File: src/rtl/activation_feeder_if.sv
// Activation feeder bus: control handshake, BRAM read port and convolver stream.
// slave = feeder side, master = environment side (controller, BRAM, convolver).
interface activation_feeder_if #(
  parameter int unsigned AW = 16,
  parameter int unsigned DW = 16
);
  logic          start;
  logic [AW-1:0] base_addr;
  logic          stall;
  logic [AW-1:0] mem_addr;
  logic          mem_rd;
  logic [DW-1:0] mem_data;
  logic          conv_rst;
  logic [DW-1:0] activation;
  logic          ce_o;
  logic          end_conv;
  logic          busy;
  logic          done;

  modport slave (
    input  start, base_addr, stall, mem_data, end_conv,
    output mem_addr, mem_rd, conv_rst, activation, ce_o, busy, done
  );

  modport master (
    output start, base_addr, stall, mem_data, end_conv,
    input  mem_addr, mem_rd, conv_rst, activation, ce_o, busy, done
  );
endinterface

File: src/rtl/activation_feeder.sv
// Activation feeder: streams an N x N map from a sync-read BRAM into a convolver.
// Optional feature macro FEEDER_STALL_CNT_EN adds the stall_cycles output counter.
module activation_feeder #(
  parameter int unsigned N     = 10,
  parameter int unsigned AW    = 16,
  parameter int unsigned DW    = 16,
  parameter int unsigned FLUSH = 2
) (
  input  logic                 clk,
  input  logic                 global_rst_n,
  activation_feeder_if.slave   fd_io
`ifdef FEEDER_STALL_CNT_EN
  ,
  output logic [31:0]          stall_cycles
`endif
);

  localparam int unsigned NN = N * N;
  localparam int unsigned CW = $clog2(NN + 1);
  localparam int unsigned FW = (FLUSH > 1) ? $clog2(FLUSH) : 1;

  typedef enum logic [2:0] {StIdle, StClear, StStream, StFlush, StWaitEnd} state_e;

  state_e        state_q, state_d;
  logic [CW-1:0] rc_q, rc_d;        // reads issued
  logic [CW-1:0] pc_q, pc_d;        // words presented
  logic [FW-1:0] fc_q, fc_d;        // flush beats issued
  logic [AW-1:0] base_q, base_d;
  logic          rd_q, rd_d;        // read in flight: mem_data valid this cycle
  logic          hold_vld_q, hold_vld_d;
  logic [DW-1:0] hold_q, hold_d;
  logic          done_q, done_d;

  logic          mem_rd, conv_rst, ce;
  logic [AW-1:0] mem_addr;
  logic [DW-1:0] act;

  // Next-state and stream datapath control
  always_comb begin
    state_d    = state_q;
    rc_d       = rc_q;
    pc_d       = pc_q;
    fc_d       = fc_q;
    base_d     = base_q;
    rd_d       = 1'b0;
    hold_vld_d = hold_vld_q;
    hold_d     = hold_q;
    done_d     = 1'b0;
    mem_rd     = 1'b0;
    mem_addr   = '0;
    conv_rst   = 1'b0;
    ce         = 1'b0;
    act        = '0;
    unique case (state_q)
      StIdle: begin
        // A start coinciding with the done pulse is dropped
        if (fd_io.start && !done_q) begin
          base_d     = fd_io.base_addr;
          rc_d       = '0;
          pc_d       = '0;
          fc_d       = '0;
          hold_vld_d = 1'b0;
          state_d    = StClear;
        end
      end
      StClear: begin
        conv_rst = 1'b1;
        state_d  = StStream;
      end
      StStream: begin
        mem_addr = base_q + AW'(rc_q);
        if (hold_vld_q) begin
          // Held word goes out first; no read this cycle keeps order intact
          if (!fd_io.stall) begin
            ce         = 1'b1;
            act        = hold_q;
            hold_vld_d = 1'b0;
          end
        end else if (rd_q) begin
          if (!fd_io.stall) begin
            ce  = 1'b1;
            act = fd_io.mem_data;
          end else begin
            hold_vld_d = 1'b1;
            hold_d     = fd_io.mem_data;
          end
        end
        mem_rd = !fd_io.stall && !hold_vld_q && (rc_q < CW'(NN));
        rd_d   = mem_rd;
        if (mem_rd) rc_d = rc_q + CW'(1);
        if (ce) begin
          pc_d = pc_q + CW'(1);
          if (pc_q == CW'(NN - 1)) state_d = (FLUSH == 0) ? StWaitEnd : StFlush;
        end
      end
      StFlush: begin
        if (!fd_io.stall) begin
          ce   = 1'b1;
          fc_d = fc_q + FW'(1);
          if (fc_q == FW'(FLUSH - 1)) state_d = StWaitEnd;
        end
      end
      StWaitEnd: begin
        if (fd_io.end_conv) begin
          done_d  = 1'b1;
          state_d = StIdle;
        end else if (!fd_io.stall) begin
          ce = 1'b1;
        end
      end
      default: state_d = StIdle;
    endcase
  end

  // State and datapath registers
  always_ff @(posedge clk or negedge global_rst_n) begin
    if (!global_rst_n) begin
      state_q    <= StIdle;
      rc_q       <= '0;
      pc_q       <= '0;
      fc_q       <= '0;
      base_q     <= '0;
      rd_q       <= 1'b0;
      hold_vld_q <= 1'b0;
      hold_q     <= '0;
      done_q     <= 1'b0;
    end else begin
      state_q    <= state_d;
      rc_q       <= rc_d;
      pc_q       <= pc_d;
      fc_q       <= fc_d;
      base_q     <= base_d;
      rd_q       <= rd_d;
      hold_vld_q <= hold_vld_d;
      hold_q     <= hold_d;
      done_q     <= done_d;
    end
  end

  assign fd_io.mem_addr   = mem_addr;
  assign fd_io.mem_rd     = mem_rd;
  assign fd_io.conv_rst   = conv_rst;
  assign fd_io.ce_o       = ce;
  assign fd_io.activation = act;
  assign fd_io.busy       = (state_q != StIdle);
  assign fd_io.done       = done_q;

`ifdef FEEDER_STALL_CNT_EN
  logic [31:0] stall_cnt_q;

  // Saturating count of stalled busy cycles, cleared on each accepted start
  always_ff @(posedge clk or negedge global_rst_n) begin
    if (!global_rst_n) begin
      stall_cnt_q <= '0;
    end else if (state_q == StIdle && fd_io.start && !done_q) begin
      stall_cnt_q <= '0;
    end else if (state_q != StIdle && fd_io.stall && stall_cnt_q != 32'hFFFF_FFFF) begin
      stall_cnt_q <= stall_cnt_q + 32'd1;
    end
  end

  assign stall_cycles = stall_cnt_q;
`endif

endmodule
File: src/flat_wrapper.sv
// flat-port wrapper written by rule: the top's interface ports become plain ports
module activation_feeder_flat 
#(
  parameter int unsigned N     = 10,
  parameter int unsigned AW    = 16,
  parameter int unsigned DW    = 16,
  parameter int unsigned FLUSH = 2
)
  (clk, global_rst_n, fd_io_start, fd_io_base_addr, fd_io_stall, fd_io_mem_data, fd_io_end_conv, fd_io_mem_addr, fd_io_mem_rd, fd_io_conv_rst, fd_io_activation, fd_io_ce_o, fd_io_busy, fd_io_done);
  activation_feeder_if #(.AW(AW), .DW(DW)) fd_io_i ();
  input  logic clk;
  input  logic global_rst_n;
  input wire logic [$bits(fd_io_i.start)-1:0] fd_io_start;
  input wire logic [$bits(fd_io_i.base_addr)-1:0] fd_io_base_addr;
  input wire logic [$bits(fd_io_i.stall)-1:0] fd_io_stall;
  input wire logic [$bits(fd_io_i.mem_data)-1:0] fd_io_mem_data;
  input wire logic [$bits(fd_io_i.end_conv)-1:0] fd_io_end_conv;
  output wire logic [$bits(fd_io_i.mem_addr)-1:0] fd_io_mem_addr;
  output wire logic [$bits(fd_io_i.mem_rd)-1:0] fd_io_mem_rd;
  output wire logic [$bits(fd_io_i.conv_rst)-1:0] fd_io_conv_rst;
  output wire logic [$bits(fd_io_i.activation)-1:0] fd_io_activation;
  output wire logic [$bits(fd_io_i.ce_o)-1:0] fd_io_ce_o;
  output wire logic [$bits(fd_io_i.busy)-1:0] fd_io_busy;
  output wire logic [$bits(fd_io_i.done)-1:0] fd_io_done;
  assign fd_io_i.start = fd_io_start;
  assign fd_io_i.base_addr = fd_io_base_addr;
  assign fd_io_i.stall = fd_io_stall;
  assign fd_io_i.mem_data = fd_io_mem_data;
  assign fd_io_i.end_conv = fd_io_end_conv;
  assign fd_io_mem_addr = fd_io_i.mem_addr;
  assign fd_io_mem_rd = fd_io_i.mem_rd;
  assign fd_io_conv_rst = fd_io_i.conv_rst;
  assign fd_io_activation = fd_io_i.activation;
  assign fd_io_ce_o = fd_io_i.ce_o;
  assign fd_io_busy = fd_io_i.busy;
  assign fd_io_done = fd_io_i.done;
  activation_feeder #(.N(N), .AW(AW), .DW(DW), .FLUSH(FLUSH)) u_core (.clk(clk), .global_rst_n(global_rst_n), .fd_io(fd_io_i));
endmodule
File: config.mk
export PLATFORM = sky130hd
export DESIGN_NAME = activation_feeder_flat
export DESIGN_NICKNAME = d
export VERILOG_FILES = /design/src/rtl/activation_feeder_if.sv /design/src/rtl/activation_feeder.sv /design/src/flat_wrapper.sv
export SDC_FILE = /design/constraint.sdc
export NUM_CORES = 1
export LEC_CHECK = 0
export BUFFER_PORTS_ARGS = -buffer_cell sky130_fd_sc_hd__buf_2
export CAP_MARGIN = 20
export CORE_ASPECT_RATIO = 2
export CORE_MARGIN = 2
export CORE_UTILIZATION = 40
export DETAILED_ROUTE_END_ITERATION = 7
export HOLD_SLACK_MARGIN = 0.15
export PLACE_DENSITY_LB_ADDON = 0.08
export SKIP_CTS_REPAIR_TIMING = 1
export SYNTH_ARGS = -nofsm -noshare
export SYNTH_HDL_FRONTEND = slang
export SYNTH_SLANG_ARGS = --single-unit
File: constraint.sdc
create_clock -name clk -period 4.43 [get_ports clk]
set_clock_uncertainty 0.05 [all_clocks]
set_input_delay 1.1075 -clock clk [delete_from_list [all_inputs] [get_ports clk]]
set_output_delay 1.1075 -clock clk [all_outputs]
set_load 0.01 [all_outputs]
# Word level (Yosys, flattened, before mapping)
# Cells that the tools add are included.
[classes]
n_reduce_logical = 17
muxes = 35
add_sub_neg = 4
n_eq_ne = 12
magnitude_cmp = 1
bitwise = 1
[op_table]
columns = ["op", "count"]
rows = [
  ["two-way mux 16 bit", 6],
  ["case mux 7 bit (2 select lines)", 2],
  ["two-way mux 7 bit", 3],
  ["two-way mux 3 bit", 6],
  ["adder 16 x 7 -> 16 bit", 1],
  ["case mux 3 bit (5 select lines)", 1],
  ["adder 7 x 1 -> 7 bit, second input constant", 2],
  ["two-way mux 1 bit", 14],
  ["!= test 2 x 1 -> 1 bit, second input constant", 5],
  ["AND reduction 3 bit", 3],
  ["equality test 7 bit, second input constant", 1],
  ["< comparator 7 bit, second input constant", 1],
  ["equality test 3 x 2 -> 1 bit, second input constant", 2],
  ["AND reduction 6 bit", 1],
  ["!= test 2 bit, second input constant", 2],
  ["case mux 1 bit (2 select lines)", 2],
  ["AND reduction 2 bit", 2],
  ["AND reduction 4 bit", 1],
  ["nonzero test 2 bit", 2],
  ["equality test 3 x 1 -> 1 bit, second input constant", 1],
  ["equality test 3 bit, second input constant", 1],
  ["logical AND 1 bit", 3],
  ["zero test 1 bit", 3],
  ["zero test 3 bit", 1],
  ["4 further kinds", 4],
]
[totals]
regBits = 53
out_inout_bits = 37
word_cells = 79

# Logic depth before layout (Yosys ltp)
[depth]
word_depth = 6
mapped_depth = 8

# Least setup slack after synthesis
# OpenSTA, ideal clock, no wires.
[synth_timing]
path_kind = "input -> output"
startpoint = "in fd_io_stall"
endpoint = "out fd_io_activation[10]"
slack_ns = 0.880
path_buffers = 2
t_arrival_ns = 2.393
cell_stages = 5
path_cell_list = "clkbuf_1 > nor3b_1 > clkbuf_1 > a22oi_1 > nor2_1"
[synth_between]
elab_chain_cells = 4
[synth_rtl]
columns = ["item", "line", "rtl"]
rows = [
  ["from (decl)", "flat_wrapper.sv:15", "input wire logic [$bits(fd_io_i.stall)-1:0] fd_io_stall;"],
  ["two-way mux 16 bit", "activation_feeder.sv:80", "if (!fd_io.stall) begin"],
  ["two-way mux 16 bit", "activation_feeder.sv:79", "end else if (rd_q) begin"],
  ["two-way mux 16 bit *", "activation_feeder.sv:72", "if (hold_vld_q) begin"],
  ["two-way mux 16 bit *", "activation_feeder.sv:54", "unique case (state_q)"],
  ["to (decl)", "flat_wrapper.sv:21", "output wire logic [$bits(fd_io_i.activation)-1:0] fd_io_activation;"],
]
# Every way passes the cells marked *; elsewhere a longest branch is shown, timed or not.

# Worst setup path in the final report
[layout_timing]
startpoint = "reg u_core.rc_q[0]"
endpoint = "out fd_io_mem_addr[10]"
[layout_between]
elab_chain_cells = 2
[layout_rtl]
columns = ["item", "line", "rtl"]
rows = [
  ["from (decl)", "activation_feeder.sv:25", "logic [CW-1:0] rc_q, rc_d;"],
  ["from (signal assigned)", "activation_feeder.sv:129", "rc_q <= rc_d;"],
  ["adder 16 x 7 -> 16 bit", "activation_feeder.sv:71", "mem_addr = base_q + AW'(rc_q);"],
  ["two-way mux 16 bit", "activation_feeder.sv:54", ""],
  ["to (decl)", "flat_wrapper.sv:18", "output wire logic [$bits(fd_io_i.mem_addr)-1:0] fd_io_mem_addr;"],
]
# Every way passes these cells.

==> qor.yml <==
sta:
  tightest_slew_ns: 0.940
  setup_tns_ns: 0
  holdWs_ns: 0.437
  layout_setup_ws_ns: 0.734
  maxSlewViolCount: 0
  fmax_mhz: 271
  hold_viol: 0
  setup_viol: 0
  slew-limit-headroom: 0.374
  rsz0062_at_grt: "no"
  period_minus_slack_ns: 3.70
  min_period_over_period: 0.834
global_routing:
  busiest_layer: "met2"
  grt_pass1_vias: 2522
  use_met2: 0.363
  track_usage: 0.191
  grt_max_degree: 37
  grt.met1_usage: 0.205
  grtUsageMet3: 0.0330
  antenna_found_initial: 0
  grt_pass1_wl_um: 12000
  gr-total-overflow: 0
logic_synthesis:
  synthTopCellsByArea: "dfrtp_1 44%, nand2_1 6.7%, mux2_2 6.0%, nor2_1 5.4%, a22oi_1 4.0%"
  synth_area_leader_cell: "dfrtp_1"
  netlist_area_um2: 2990
  muxShareOfSynthArea: 0.0637
  synth_flop_cell: "dfrtp_1"
  async_reset_ff_frac: 1.00
  seq_area_frac_synth: 0.444
  synth_top_area_frac: 0.444
  synthAdderAreaFrac: 0.0444
  synth_xor_xnor_area_share: 0.0352
  yosysWarnings: 0
  synth_cell_types: 51
  ys_seq_elements: 53
  synth_common_cells: "53 x dfrtp_1, 53 x nand2_1, 43 x nor2_1"
  synth_compound_area_frac: 0.157
  synth_nets: 378
  synthSimpleGateAreaFrac: 0.219
  synth_top_family_by_area: "simple AND/OR/NAND/NOR gates"
  postSynthCellCount: 331
  synth_area_per_cell_um2: 9.03
  synth-edff-count: 0
drt:
  via_per_inst: 5.23
  drc: 0
  dr.pass1.iters: 4
  finalWirelength_um: 7270
  vias: 2579
  final_antenna_net_count: 0
  drt_iter0_drc: 80
  routedWlPerCell_um: 14.7
clocking:
  numCtsBuffers: 5
  cts_tree: "built"
  clk_pin_slew_ns: 0.06
  clk_latency_ns: 0.29
  cts_buffer_depth: 2
  h-tree-depth: 2
  clock-sinks: 53
  cts_root_buf: "clkbuf_16"
place:
  port_buffers: 73
  place_congestion: 0.780
  placed_cells: 485
  dpl_worst_slack_ns: 1.04
  placed_area_um2: 3450
  dp_hpwl_um: 5510
layout:
  final_cells: 493
  n_fill_cell: 750
  syn2layout_area_growth_pct: 20.1
  final_layout_size_suffix_gt1_frac: 0.279
  diodes: 0
  final_net_count: 447
  final_core_util: 0.494
  stdcell_area_um2: 3590
pwr:
  power_mw: 2.14
  power_density_nw_per_um2: 597
  leakagePower_nw: 1.83
  peakVddDrop_mv: 0.365
min_path:
  worstHoldPathType: "reg -> reg"
worst_setup_path:
  critPathLaunchType: "flip-flop"
  critical_path.top_delay_family: "compound AO/OA/AOI/OAI gates"
  worst_setup_path_end_kind: "output port"
  cp_slowest_cell: "dfrtp_1"
  cp_max_fo: 7
  crit_required_ns: 3.27
  critPathArrivalTime_ns: 2.54
  crit_buf_inv: 2
  cpPeakStageDelay_ns: 0.40
  worst-setup-path-type: "reg -> out"
  cp_cell_sequence: "ha_1, inv_1, fa_1, nand2b_1, a21oi_1, o31a_1, a31oi_1, a41o_1, buf_2"
floorplanning:
  pin_count: 74
  dieHeight_um: 126
  die_w_um: 65.1
  rows: 44
  core_area_um2: 7270
  initial_core_util: 0.411
  die_area_um2: 8220
status:
  status: "completed"
job:
  max-cap-violations: 0
[placed cells by master (no fill, tap or decap), types with 2 or more instances in the layout]
| cell | count |
|---|---|
| a21o_1 | 5 |
| a21oi_1 | 14 |
| a22oi_1 | 16 |
| a31o_2 | 2 |
| a31oi_1 | 4 |
| a41o_1 | 2 |
| and2_1 | 3 |
| and3_1 | 5 |
| buf_2 | 73 |
| buf_4 | 5 |
| clkbuf_16 | 5 |
| clkinv_2 | 3 |
| dfrtp_1 | 53 |
| ha_1 | 9 |
| inv_1 | 11 |
| mux2_2 | 16 |
| nand2_1 | 53 |
| nand2b_1 | 4 |
| nand3_1 | 7 |
| nand4_1 | 6 |
| nand4b_1 | 2 |
| nor2_1 | 42 |
| nor2_2 | 3 |
| nor2b_1 | 3 |
| nor3_1 | 3 |
| o211ai_1 | 2 |
| o21a_1 | 2 |
| o21ai_0 | 12 |
| o31ai_1 | 2 |
| or2_2 | 2 |
| xnor2_1 | 2 |
| xor2_1 | 10 |
[cells by family after synthesis]
group,after synthesis
simple gates,141
compound gates,70
flops,53
buf+inv,28
mux,17
xor+xnor,12
fa+ha+maj,10
[power by group]
part           leakage [nW]  internal (mW)  switching [mW]
clock                0.0706          0.208           0.165
sequential            0.678          0.671           0.154
combinational          1.08          0.403           0.542
[final timing paths]
check | start | end | slack (ns) | depth (start not counted)
worst max-delay path | u_core.rc_q[0] | fd_io_mem_addr[10] | 0.73 | 9
worst min-delay path | u_core.fc_q | u_core.fc_q | 0.44 | 1
worst max register to register | u_core.state_q[0] | u_core.hold_q[14] | 2.03 | 4
worst min register to register | u_core.fc_q | u_core.fc_q | 0.44 | 1
max in group asynchronous | global_rst_n | u_core.hold_q[5] | 2.72 | 2
min in group asynchronous | global_rst_n | u_core.hold_q[6] | 0.87 | 1
[routing by layer]
| metal | part of all wire | wire, µm |
|---|---|---|
| met1 | 0.39 | 2820 |
| met2 | 0.56 | 4080 |
| met3 | 0.034 | 245 |
| met4 | 0.017 | 122 |
| met5 | 0 | 0 |
[state kept, by name (all words and copies together) (netlist names)]
name and flops:
u_core.hold_q 16, u_core.state_q 3, u_core.fc_q 1, u_core.hold_vld_q 1, u_core.base_q 16, u_core.pc_q 7
u_core.fd_io.done 1, u_core.rd_q 1, u_core.rc_q 7
[cell type report]
type / count / area [µm²] / share of cell area
Multi-Input combinational cell: 250 / 1560 / 0.434
Sequential cell: 53 / 1330 / 0.370
Timing Repair Buffer: 78 / 403 / 0.112
Clock buffer: 6 / 129 / 0.0359
Tap cell: 92 / 115 / 0.0321
Inverter: 12 / 46.3 / 0.0129
Clock inverter: 2 / 10.0 / 0.00279
Power figures use the tool's default switching activity.
